$ cat src/rtl/instruction_fetch_unit.sv
// Fetch stage: PC register, byte-addressed instruction memory with a load port,
// one big-endian word per cycle to decode over valid/ready, redirect flush and sticky fault.
module instruction_fetch_unit #(
  parameter int                ADDR_W    = 32,
  parameter int                MEM_DEPTH = 256,
  parameter logic [ADDR_W-1:0] RESET_PC  = '0
) (
  input  logic              clk,
  input  logic              reset,
  input  logic              fetch_en,
  input  logic              redirect_valid,
  input  logic [ADDR_W-1:0] redirect_target,
  input  logic              load_en,
  input  logic [ADDR_W-1:0] load_addr,
  input  logic [7:0]        load_data,
  output logic              out_valid,
  input  logic              out_ready,
  output logic [31:0]       out_instr,
  output logic [ADDR_W-1:0] out_pc,
  output logic [ADDR_W-1:0] out_next_pc,
  output logic              fault
);
  localparam int IDX_W = $clog2(MEM_DEPTH);

  typedef enum logic {RUN, FAULT} state_t;

  state_t            state;
  logic [ADDR_W-1:0] pc;
  logic [7:0]        mem [MEM_DEPTH];
  logic [3:0][7:0]   word;
  logic [IDX_W-1:0]  base;
  logic              stage_free;
  logic              misaligned;
  logic              unused_load_hi;

  assign base           = pc[IDX_W-1:0];
  assign stage_free     = !out_valid || out_ready;
  assign misaligned     = redirect_target[1:0] != 2'b00;
  assign unused_load_hi = ^load_addr;

  // Byte lane 3 is the MSB (mem[a]); index arithmetic wraps at the top of memory.
  for (genvar k = 0; k < 4; k++) begin : g_byte
    assign word[3-k] = mem[base + IDX_W'(k)];
  end

  // Memory is not reset; a write is seen by fetches from the next edge on.
  always_ff @(posedge clk) begin
    if (load_en) mem[load_addr[IDX_W-1:0]] <= load_data;
  end

  always_ff @(posedge clk or negedge reset) begin
    if (!reset) begin
      state       <= RUN;
      pc          <= RESET_PC;
      out_valid   <= 1'b0;
      out_instr   <= '0;
      out_pc      <= '0;
      out_next_pc <= '0;
      fault       <= 1'b0;
    end else begin
      case (state)
        RUN: begin
          if (redirect_valid && misaligned) begin
            state     <= FAULT;
            fault     <= 1'b1;
            out_valid <= 1'b0;
          end else if (redirect_valid) begin
            // Flush the presented word even if decode is taking it this cycle.
            pc        <= redirect_target;
            out_valid <= 1'b0;
          end else if (stage_free && fetch_en) begin
            out_instr   <= word;
            out_pc      <= pc;
            out_next_pc <= pc + ADDR_W'(4);
            out_valid   <= 1'b1;
            pc          <= pc + ADDR_W'(4);
          end else if (stage_free) begin
            out_valid <= 1'b0;
          end
        end
        FAULT: begin
          out_valid <= 1'b0;
          fault     <= 1'b1;
        end
        default: state <= FAULT;
      endcase
    end
  end
endmodule
$ cat config.mk
export PLATFORM = sky130hd
export DESIGN_NAME = instruction_fetch_unit
export DESIGN_NICKNAME = d
export VERILOG_FILES = /design/src/rtl/instruction_fetch_unit.sv
export SDC_FILE = /design/constraint.sdc
export NUM_CORES = 2
export LEC_CHECK = 0
export BUFFER_PORTS_ARGS = -buffer_cell sky130_fd_sc_hd__buf_2
export CORE_MARGIN = 2
export CORE_UTILIZATION = 50
export DETAILED_ROUTE_END_ITERATION = 10
export HOLD_SLACK_MARGIN = 0.12
export MAX_ROUTING_LAYER = met4
export PLACE_DENSITY = 0.75
export SETUP_SLACK_MARGIN = 0.3
export SLEW_MARGIN = 20
export SYNTH_ARGS = -nofsm -noshare
export SYNTH_HDL_FRONTEND = slang
export SYNTH_SLANG_ARGS = --single-unit
$ cat constraint.sdc
create_clock -name clk -period 11.3 [get_ports clk]
set_clock_uncertainty 0.1 [all_clocks]
set_input_delay 2.825 -clock clk [delete_from_list [all_inputs] [get_ports clk]]
set_output_delay 2.825 -clock clk [all_outputs]
set_load 0.1 [all_outputs]
# Yosys cells after proc, flatten, opt, wreduce, memory -nomap -nowiden
# Memories as Yosys holds them, arrays and structs flattened. A register that Yosys moved wholly into a read port is not among the register bits.
# Cells that the tools add are included.
[totals]
reg_bits = 99
ram_bits = 2048
in_bits = 78
output_inout_bits = 98
elab_cells = 41
memories = 1
[memory_table]
columns = ["name", "depth", "word_bits", "read_ports", "rd_clocked_by_memory_dff", "write_ports", "line_no", "rtl"]
rows = [
  ["mem", 256, 8, 4, 4, 1, "29", "logic [7:0] mem [MEM_DEPTH];"],
]
[classes]
add_sub_neg = 4
n_eq_ne = 2
n_mux = 13
bitwise_logic = 3
reduce_logical = 12
[ops]
columns = ["op", "n"]
rows = [
  ["2-to-1 mux 32 bit", 2],
  ["adder 32 x 3 -> 32 bit (second input constant)", 1],
  ["adder 8 x 2 -> 8 bit (second input constant)", 2],
  ["2-to-1 mux 1 bit", 9],
  ["adder 8 x 1 -> 8 bit (second input constant)", 1],
  ["logical NOT 1 bit", 5],
  ["!= test 5 bit (second input constant)", 1],
  ["one-hot mux 1 bit (2 select lines)", 2],
  ["AND reduction 4 bit", 1],
  ["nonzero test 2 bit", 2],
  ["NOT 1 bit", 3],
  ["AND reduction 3 bit", 1],
  ["logical AND 1 bit", 2],
  ["!= test 2 bit (second input constant)", 1],
  ["logical OR 1 bit", 1],
]

# Longest topological paths before layout
[depth]
depth_word = 7
depth_mapped = 21
depth_no_buf = 10

# Least setup slack after synthesis
# OpenSTA, ideal clock, no wires.
[synth_path]
path_type = "input port to flip-flop"
startpoint = "in redirect_valid"
endpoint = "reg out_instr[17] (read register of mem)"
setup_time_ns = 0.116
arrival_ns = 4.367
t_required_ns = 11.084
path_slack_ns = 6.717
stages = 8
path_buffers = 2
path_cell_list = "nor2_1 > and3_1 > clkbuf_1 > and2_1 > clkbuf_1 > nand4_1 > or4_1 > o311ai_0"
[synth_via]
elab_chain_cells = 3
[synth_rtl]
columns = ["element", "line_no", "rtl"]
rows = [
  ["from (decl)", "11", "input logic redirect_valid,"],
  ["logical AND 1 bit", "63", "if (redirect_valid && misaligned) begin"],
  ["NOT 1 bit (no source line)", "-", ""],
  ["AND reduction 4 bit (no source line) (*)", "-", ""],
  ["to (decl)", "18", "output logic [31:0] out_instr,"],
]
# Mark *: on every way between the ends. The rest lies on a longest branch, timed or not.
# A chain may end at the register's enable or synchronous reset.

==> impl_metrics.py <==
metrics = {
    "layout": {
        "fillCellCount": 20588,
        "drive_above_1_share_pct": 36.0,
        "final_cell_area_mm2": 0.146,
        "area.growth.synth_to_final_pct": 9.19,
        "fin_nets": 8500,
    },
    "synth": {
        "synth_common_cells": "edfxtp_1, mux4_2, nand2_1",
        "seq_area_frac_synth_pct": 48.3,
        "syn_inst": 8529,
        "synth-edff-count": 2048,
        "synth_top_area_share_pct": 45.9,
        "synthFlopType": "edfxtp_1",
        "avgSynthCellArea_um2": 15.7,
        "yosys_warnings": 0,
        "synth_area_mm2": 0.134,
        "synth_area_leader_cell": "edfxtp_1",
        "ys_ff_latch": 2177,
        "synthArstFlopShare_pct": 5.93,
        "synth_area_leaders": "edfxtp_1, mux4_2, nand2_1",
        "synth_cell_type_count": 75,
        "synth.most_common_cell": "edfxtp_1",
        "synth_fp_nets": 8612,
    },
    "routing": {
        "wirelength_um": 502000,
        "wl_per_cell_um": 41.2,
        "vias_per_cell": 7.86,
        "routed-via-count": 95928,
        "drtIter0Drc": 18110,
        "drc": 2,
        "dr.pass1.iters": 10,
        "antenna_left": 0,
    },
    "clock_network": {
        "htree_levels": 4,
        "cts_tree": "built",
        "clock-sinks": 2177,
        "post_cts_buffers": 0,
        "clkLatencyLatePin_ps": 930,
        "clkTransAtPathRegs_ps": 60,
        "postCtsResizedCells": 0,
        "numCtsBuffers": 228,
        "hold_buffers": 0,
        "clk_path_buf_depth": 3,
        "root_buffer": "clkbuf_16",
    },
    "worst_hold_path": {
        "hold_class": "reg -> reg",
    },
    "job": {
        "maxCapViolations": 0,
    },
    "grt": {
        "overflow": 0,
        "antenna_found_initial": 41,
        "grt_pass1_wl_um": 696000,
        "grt_max_degree": 162,
        "track_usage_pct": 37.7,
        "grt_pass1_vias": 90008,
    },
    "setup_path": {
        "slowest_delay_ps": 900,
        "cp.arrival_ps": 7880,
        "cp.buffers_inverters": 4,
        "critPathRequiredTime_ps": 11930,
        "critPathSlowestCell": "a311oi_1",
        "crit_path_start_kind": "register",
        "path_max_fanout": 115,
        "path_delay_family": "buffers and inverters",
        "cp_cell_sequence": "buf_12 > buf_4 > buf_12 > buf_4 > mux4_2 > mux2i_1 > o22ai_1 > o21ai_0 > o22ai_1 > a311oi_1 > o21ai_0",
        "crit_type": "reg -> reg",
        "worstSetupEndpointType": "register",
    },
    "power_and_ir_drop": {
        "powerDensity_mw_per_mm2": 182,
        "ir_worst_vdd_uv": 238,
        "p_leak_nw": 47.9,
    },
    "sta": {
        "hold_violations": 0,
        "rsz0062_at_grt": "no",
        "relSlewSlack_pct": 10.7,
        "max_freq_ghz": 0.138,
        "final.setup.tns_ps": 0,
        "finalCritPeriodShare_pct": 64.1,
        "layout_min_cycle_time_ps": 7250,
        "tightestPinTransition_ps": 1340,
        "whs_ps": 373,
        "maxSlewViolCount": 0,
        "finalSetupViolCount": 0,
    },
    "outcome": {
        "violations": "design-rule violations",
        "outcome": "complete, but fails checks",
    },
    "floorplan": {
        "start_util_pct": 50.2,
        "die_h_um": 522,
        "floorplan.io_pins": 176,
        "num_rows": 190,
        "core-area_mm2": 0.267,
        "die_w_um": 522,
        "dieArea_mm2": 0.272,
    },
    "placement": {
        "dpl.hpwl_um": 327000,
        "gp_congestion": 1.02,
        "io_buffers": 151,
        "post_dp_cell_area_mm2": 0.138,
    },
}
-- through the flow --
| stage | cells | setup slack [ps] | power (mW) | util [%] |
|---|---|---|---|---|
| 6_report | 12206 | 4050 | 26.6 | 54.8 |
| 4_1_cts | 12166 | 4570 | 26.1 | 54.7 |
| 2_1_floorplan | 8529 | 6720 | 14.9 | - |
| 3_5_place_dp | 11739 | 4630 | 18.3 | 51.8 |
| 3_3_place_gp | 11739 | 4620 | 18.2 | 51.7 |
| 5_1_grt | 12201 | 3990 | 26.9 | 54.8 |
-- where the power goes --
group,switching (mW),total [mW],internal [mW]
Combinational,6.30,9.55,3.25
Clock,3.40,7.95,4.56
Sequential,0.172,9.07,8.90
-- state kept, by name (all words and copies together), names as in the netlist --
register,cells
out_valid,1
state,1
out_instr,32
mem,2048
fault,1
out_next_pc,30
out_pc,32
pc,32
-- metal layers --
layer	track usage, %	vias up	wire length (um)
met5	-	-	0
met1	45.3	48624	156000
met3	16.0	2026	89300
li1	-	35695	-
met4	26.2	0	44700
met2	51.2	9583	213000
-- cell usage in the layout, fill, tap and decap left out, types with 14 or more instances in the layout --
master / n
a31oi_1: 59
nor4_1: 24
clkbuf_8: 16
edfxtp_1: 2048
a22oi_1: 39
a21oi_1: 204
xnor2_1: 23
diode_2: 40
nor2b_1: 20
nor2_1: 424
and2_1: 24
mux2i_1: 318
o22ai_1: 46
o211ai_1: 70
buf_12: 22
nand3_1: 205
inv_1: 24
buf_2: 142
mux4_2: 1984
clkbuf_16: 232
nand4_1: 46
bufinv_16: 31
a211oi_1: 92
buf_4: 310
dfrtp_1: 123
and3_1: 26
a32oi_1: 32
xor2_1: 14
mux2_2: 140
nand2_1: 1018
clkinv_1: 46
a311oi_1: 24
o221ai_1: 25
a221oi_1: 72
nor3_1: 47
clkinv_2: 48
clkbuf_1: 24
o21ai_0: 278
nor2_2: 62
-- cell families (layout without fill, tap and decap cells) --
logic type      Yosys count  after routing  share of synthesized area [%]
compound gates         1020           1020                           4.94
xor+xnor                 55             55                          0.371
fa+ha+maj                 5              5                         0.0467
buf+inv                 859            944                           3.28
flops                  2177           2177                           48.3
mux                    2442           2442                           36.9
other cells               0             40                              0
simple gates           1971           1971                           6.17
-- final timing paths --
| kind | start | end | slack (ps) | cells past startpoint |
|---|---|---|---|---|
| worst max-delay path | pc[1] | out_instr[30] | 4050 | 11 |
| worst min-delay path | out_pc[12] | out_pc[12] | 370 | 2 |
| worst max register to register | pc[1] | out_instr[30] | 4050 | 11 |
| worst min register to register | out_pc[12] | out_pc[12] | 370 | 2 |
| max in group asynchronous | reset | pc[5] | 7910 | 2 |
| min in group asynchronous | reset | out_next_pc[31] | 1910 | 1 |
-- worst min-delay path: cells and delay by family (launching register included) --
| family | cells | cell delay, ps |
|---|---|---|
| AND/OR/NAND/NOR | 2 | 100 |
| flip-flops | 1 | 340 |
-- final cells by class --
cell class | instances | area (um^2) | share of cell area [%]
flip-flops and latches | 2177 | 64700 | 44.2
well taps | 3552 | 4440 | 3.04
clock inverters | 156 | 1720 | 1.17
inverters | 29 | 114 | 0.0778
repair buffers | 488 | 3640 | 2.49
multi-input cells | 5493 | 65500 | 44.7
clock buffers | 271 | 6100 | 4.17
diodes | 40 | 100 | 0.0684
(Power assumes the default switching activity.)
